### src/rtl/risc_ifetch.sv
// rtl/risc_ifetch.sv - instruction fetch unit between PC, instruction memory and decode
//
// Fetches the word at the PC over a req/ack memory handshake and hands it to decode
// over valid/ready. It pulses pcEn once per fetched word so the PC steps forward.
// A flush (taken branch/jump) drops whatever fetch is in progress.
//
// Ports:
//   clk, rstN                 clock, asynchronous active-low reset
//   pcAddr                    current PC value
//   flush                     redirect pulse (PC loads its target on the same edge)
//   pcEn                      PC advance enable, one pulse per accepted fetch
//   memReq, memAddr           instruction memory read request and address
//   memAck, memData           memory response strobe and read data
//   instrOut, instrPc         fetched instruction and its fetch address
//   instrValid, instrReady    handshake towards decode
//   fetchFault                misaligned-fetch fault
//
// Optional feature: define IFETCH_MISALIGN_TRAP_EN to trap misaligned fetch addresses
// instead of silently aligning them.

`timescale 1ns/1ps

module risc_ifetch #(
    parameter int                ADDR_W   = 32,
    parameter int                DATA_W   = 32,
    parameter logic [DATA_W-1:0] NOP_INSN = 'h0000_0013
) (
    input  logic              clk,
    input  logic              rstN,
    input  logic [ADDR_W-1:0] pcAddr,
    input  logic              flush,
    output logic              pcEn,
    output logic              memReq,
    output logic [ADDR_W-1:0] memAddr,
    input  logic              memAck,
    input  logic [DATA_W-1:0] memData,
    output logic [DATA_W-1:0] instrOut,
    output logic [ADDR_W-1:0] instrPc,
    output logic              instrValid,
    input  logic              instrReady,
    output logic              fetchFault
);

    typedef enum logic [2:0] {
        S_IDLE,
        S_REQ,
        S_VALID,
        S_DRAIN,
        S_FAULT
    } state_t;

    localparam logic [ADDR_W-1:0] ALIGN_MASK = ~ADDR_W'(3);

    state_t            state_q, state_d;
    logic              mem_req_q, mem_req_d;
    logic [ADDR_W-1:0] mem_addr_q, mem_addr_d;
    logic              pc_en_q, pc_en_d;
    logic              instr_valid_q, instr_valid_d;
    logic [DATA_W-1:0] instr_out_q, instr_out_d;
    logic [ADDR_W-1:0] instr_pc_q, instr_pc_d;
    logic              fault_q, fault_d;

    logic              misaligned;
    logic [ADDR_W-1:0] issue_addr;
    logic              issue;

`ifdef IFETCH_MISALIGN_TRAP_EN
    assign misaligned = |pcAddr[1:0];
    assign issue_addr = pcAddr;
`else
    assign misaligned = 1'b0;
    assign issue_addr = pcAddr & ALIGN_MASK;
`endif

    always_comb begin
        state_d       = state_q;
        mem_req_d     = mem_req_q;
        mem_addr_d    = mem_addr_q;
        pc_en_d       = 1'b0;
        instr_valid_d = instr_valid_q;
        instr_out_d   = instr_out_q;
        instr_pc_d    = instr_pc_q;
        fault_d       = fault_q;
        issue         = 1'b0;

        unique case (state_q)
            S_IDLE: begin
                // Hold off while the PC is being redirected; pcAddr still shows the old PC.
                if (!flush) begin
                    issue = 1'b1;
                end
            end
            S_REQ: begin
                if (flush) begin
                    if (memAck) begin
                        mem_req_d = 1'b0;
                        state_d   = S_IDLE;
                    end else begin
                        state_d   = S_DRAIN;
                    end
                end else if (memAck) begin
                    instr_out_d   = memData;
                    instr_pc_d    = mem_addr_q;
                    instr_valid_d = 1'b1;
                    mem_req_d     = 1'b0;
                    pc_en_d       = 1'b1;
                    state_d       = S_VALID;
                end
            end
            S_VALID: begin
                if (flush) begin
                    instr_valid_d = 1'b0;
                    instr_out_d   = NOP_INSN;
                    state_d       = S_IDLE;
                end else if (instrReady) begin
                    instr_valid_d = 1'b0;
                    instr_out_d   = NOP_INSN;
                    // While pcEn is still high the PC has not advanced yet, so the next
                    // request goes out one cycle later from IDLE.
                    if (pc_en_q) begin
                        state_d = S_IDLE;
                    end else begin
                        issue = 1'b1;
                    end
                end
            end
            S_DRAIN: begin
                if (memAck) begin
                    mem_req_d = 1'b0;
                    state_d   = S_IDLE;
                end
            end
            S_FAULT: begin
                if (flush) begin
                    instr_valid_d = 1'b0;
                    instr_out_d   = NOP_INSN;
                    fault_d       = 1'b0;
                    state_d       = S_IDLE;
                end
            end
            default: begin
                state_d = S_IDLE;
            end
        endcase

        if (issue) begin
            if (misaligned) begin
                instr_valid_d = 1'b1;
                instr_out_d   = NOP_INSN;
                instr_pc_d    = pcAddr;
                fault_d       = 1'b1;
                state_d       = S_FAULT;
            end else begin
                mem_req_d  = 1'b1;
                mem_addr_d = issue_addr;
                state_d    = S_REQ;
            end
        end
    end

    always_ff @(posedge clk or negedge rstN) begin
        if (!rstN) begin
            state_q       <= S_IDLE;
            mem_req_q     <= 1'b0;
            mem_addr_q    <= '0;
            pc_en_q       <= 1'b0;
            instr_valid_q <= 1'b0;
            instr_out_q   <= NOP_INSN;
            instr_pc_q    <= '0;
            fault_q       <= 1'b0;
        end else begin
            state_q       <= state_d;
            mem_req_q     <= mem_req_d;
            mem_addr_q    <= mem_addr_d;
            pc_en_q       <= pc_en_d;
            instr_valid_q <= instr_valid_d;
            instr_out_q   <= instr_out_d;
            instr_pc_q    <= instr_pc_d;
            fault_q       <= fault_d;
        end
    end

    // A redirect in the pcEn cycle must win: the PC loads the target, not PC+4.
    assign pcEn       = pc_en_q & ~flush;
    assign memReq     = mem_req_q;
    assign memAddr    = mem_addr_q;
    assign instrOut   = instr_out_q;
    assign instrPc    = instr_pc_q;
    assign instrValid = instr_valid_q;
    assign fetchFault = fault_q;

endmodule

### config.mk
export PLATFORM = sky130hd
export DESIGN_NAME = risc_ifetch
export DESIGN_NICKNAME = d
export VERILOG_FILES = /design/src/rtl/risc_ifetch.sv
export SDC_FILE = /design/constraint.sdc
export NUM_CORES = 1
export LEC_CHECK = 0
export CAP_MARGIN = 5
export CELL_PAD_IN_SITES_DETAIL_PLACEMENT = 1
export CELL_PAD_IN_SITES_GLOBAL_PLACEMENT = 2
export CORE_UTILIZATION = 38
export DETAILED_ROUTE_END_ITERATION = 7
export DONT_BUFFER_PORTS = 1
export PLACE_DENSITY_LB_ADDON = 0.1
export SYNTH_ARGS = -nofsm -noshare
export SYNTH_HDL_FRONTEND = slang
export SYNTH_SLANG_ARGS = --single-unit
export TNS_END_PERCENT = 30
### constraint.sdc
create_clock -name clk -period 1.8 [get_ports clk]
set_input_delay 0.18 -clock clk [delete_from_list [all_inputs] [get_ports clk]]
set_output_delay 0.18 -clock clk [all_outputs]
set_load 0.03 [all_outputs]
==> key figures <==
Status
  – Outcome: finished, violations left
  – Violated checks: hold timing

Floorplanning
  – Chip Width: just over 100 um
  – Die Y: between 100 and 150 um
  – # IOs: between 150 and 200
  – Die area: between 10000 and 15000 um2
  – Initial Utilization: 0.395
  – CORE AREA: around 9300 um2
  – Site row count: 35

Synthesis
  – Largest family of logic cells by synthesized area: simple AND/OR/NAND/NOR gates
  – Synth top area cells: dfrtp_1 (64%), nand2_1 (9.3%), mux2_2 (8.5%)
  – Synth warnings: 0
  – Yosys top cell area share: 0.638
  – Post-synthesis compound-gate area fraction: 0.0909
  – Post-Synthesis Cell Area: ~3700 um2
  – Mux contribution to synthesized area: 0.0916
  – Yosys reg bits: between 90 and 100
  – Synth Area in Simple Gates: 0.110
  – Post-Synth Adder-Cell Area: 0
  – Register area share after synthesis: 0.659
  – XOR/XNOR Fraction of Synth Area: 0
  – Syn Area/Cell: 12.5 um2
  – Post-Synthesis Cells: between 200 and 300
  – Biggest area consumer among synthesized cells: dfrtp_1
  – Cell variety after synth: 24

STA
  – Rel. slew slack: 0.420
  – Worst-margin pin slew: 868 ps
  – Period utilisation layout: 0.946
  – Fmax: roughly 590 MHz
  – Max-slew violations: 0
  – Worst Clk Skew: between 10 and 15 ps
  – Final hold slack: -483 ps
  – Endpoints failing hold: 97
  – Final setup violation count: 0
  – Crit path time final: 1700 ps
  – Setup tns final: 0 ps
  – RSZ-0062 raised after global routing: false

Final layout
  – Layout net count: approximately 430
  – Finished Cell Area: 4600 um2
  – Final core occ: 0.494
  – Most frequent cells in the layout: dfrtp_1 (94), nand2_1 (91), dlygate4sd3_1 (63)
  – Layout Cells excl Fill: a little under 500
  – Layout cells sized above 1: 0.153
  – Layout area overhead: 24.8%
  – Commonest non-fill, non-tap cell in the layout: dfrtp_1
  – ANT cells: 0

Clock tree
  – Sinks on Clock Net: 97
  – Clk Latency, worst-skew pair: about 340 ps
  – TritonCTS clock tree: done
  – Clk slew on worst S/H paths: approximately 90 ps
  – CTS max path bufs: 2
  – Post-CTS Resized: 0
  – Setup bufs post-CTS: 0
  – Clock root buffer: clkbuf_8
  – Inserted Clock Buffers: 9
  – Number of hold buffers added after CTS: 63
  – H-tree depth: 3

GRT
  – Largest net degree at the start of global routing: 98
  – Initial antenna violation count: 0
  – First-pass GRT wire length: between 10 and 15 mm
  – Vias in the first global route: 2608
  – Total track usage: 0.172
  – Global route total overflow: 0

Power
  – Seq pwr share: 0.678
  – Clock Power Share: 0.176
  – Psw: 3.59 mW
  – Total power: 7.93 mW
  – Internal: between 4 and 5 mW
  – Peak VDD IR: roughly 0.0006 V
  – Switching portion of total power: 0.452
  – Pwr/cell area: between 1500 and 2000 nW/um2
  – Combinational Power Share: 0.146
  – Static Leak: approximately 2.2 nW

Hold path
  – Worst min path class: in2async

Place
  – Area after DPL: 3780 um2
  – GPL Wtd Cong: 0.681
  – Port bufs: 0
  – DP Cell Count: ~410
  – Hpwl dp: slightly above 5 mm

Detailed routing
  – DR iter-0 viols: 45
  – Antenna-violating nets left: 0
  – Post-DR wirelength/cell: 17.3 um
  – DR DRC count: 0
  – Aggregate routed wire length: roughly 8.5 mm
  – Drt pass-1 iters: 4
  – Vias/cell: slightly above 5
  – Vias post-DR: about 2500

Setup path
  – Setup Crit Path Kind: reg2reg
  – Critical path launch point type: flip-flop
  – R2R Path Start: state_q[1]
  – Crit Path Max Fanout: 33
  – CP Data Required Time: about 2100 ps
  – Internal reg-to-reg setup slack: between 90 and 100 ps
  – Element type at the critical path end: flip-flop
  – CP arrival: 1980 ps
  – CP Launch Point: state_q[1]

Run
  – Max-Cap Viols: 0
## cells in the mapped netlist (all sizes together)
cell type / number
conb: 1
a21o: 2
nand2b: 3
dfrtp: 94
dfstp: 3
inv: 5
a22o: 29
nand4bb: 1
o22ai: 1
or2: 1
a211oi: 1
buf: 18
clkbuf: 3
a2bb2oi: 1
mux2: 30
nor2b: 2
nor2: 4
nand2: 91
a21oi: 4
## power groups by stage
stage / Sequential, mW / Combinational [mW] / Clock [mW]
global placement: 5.43 / 1.00 / 0
detailed placement: 5.43 / 1.06 / 0
global route: 5.50 / 1.31 / 1.55
CTS: 5.40 / 1.17 / 1.47
finish: 5.37 / 1.16 / 1.40
floorplan: 5.19 / 0.930 / 0
## state kept, by name, indices dropped and copies added (netlist names)
register,flops
instrOut,32
memAddr,30
instrPc,30
state_q,2
pc_en_q,1
memReq,1
instrValid,1
## layer usage
metal,track usage,part of all wire,vias to the layer above
li1,-,-,1095
met1,0.209,0.41,1259
met2,0.288,0.50,97
met3,0.0499,0.080,9
met4,0.0680,0.013,0
met5,0,0,-
## metrics by stage
stage / hold WS, ps / setup slack (ps)
after global placement: -114 / 170
final: -483 / 97.1
after floorplan: -116 / 300
after CTS: -511 / 108
after detailed placement: -114 / 113
after global routing: -521 / 34.8
## cells by family after synthesis
| kind of cell | count (synthesis) |
|---|---|
| multiplexers | 30 |
| flip-flops | 97 |
| buffers and inverters | 26 |
| AND/OR/NAND/NOR | 102 |
| other | 1 |
| AO/OA/AOI/OAI | 38 |
## worst max-delay path, stage by stage (launching register included)
cell and delay, ps:
dfrtp_1 440, nand4bb_2 220, inv_4 50, a21oi_4 660, a22o_1 260
## layout make-up
class	instances	area, um2
clock inverters	4	53.8
repair buffers	68	693
multi-input cells	175	1100
fillers	979	4720
flip-flops and latches	97	2430
well taps	129	161
inverters	5	21.3
clock buffers	11	141
## path summary, 6_finish.rpt
path | endpoint | cells past startpoint
min in group clk | state_q[0] | 2
worst max-delay path | instrOut[27] | 4
worst min-delay path | instrOut[20] | 0
worst min register to register | instrOut[0] | 2
max in group asynchronous | instrOut[1] | 0
worst max register to register | instrOut[27] | 4
No activity file was read; power rests on OpenSTA's default activity.
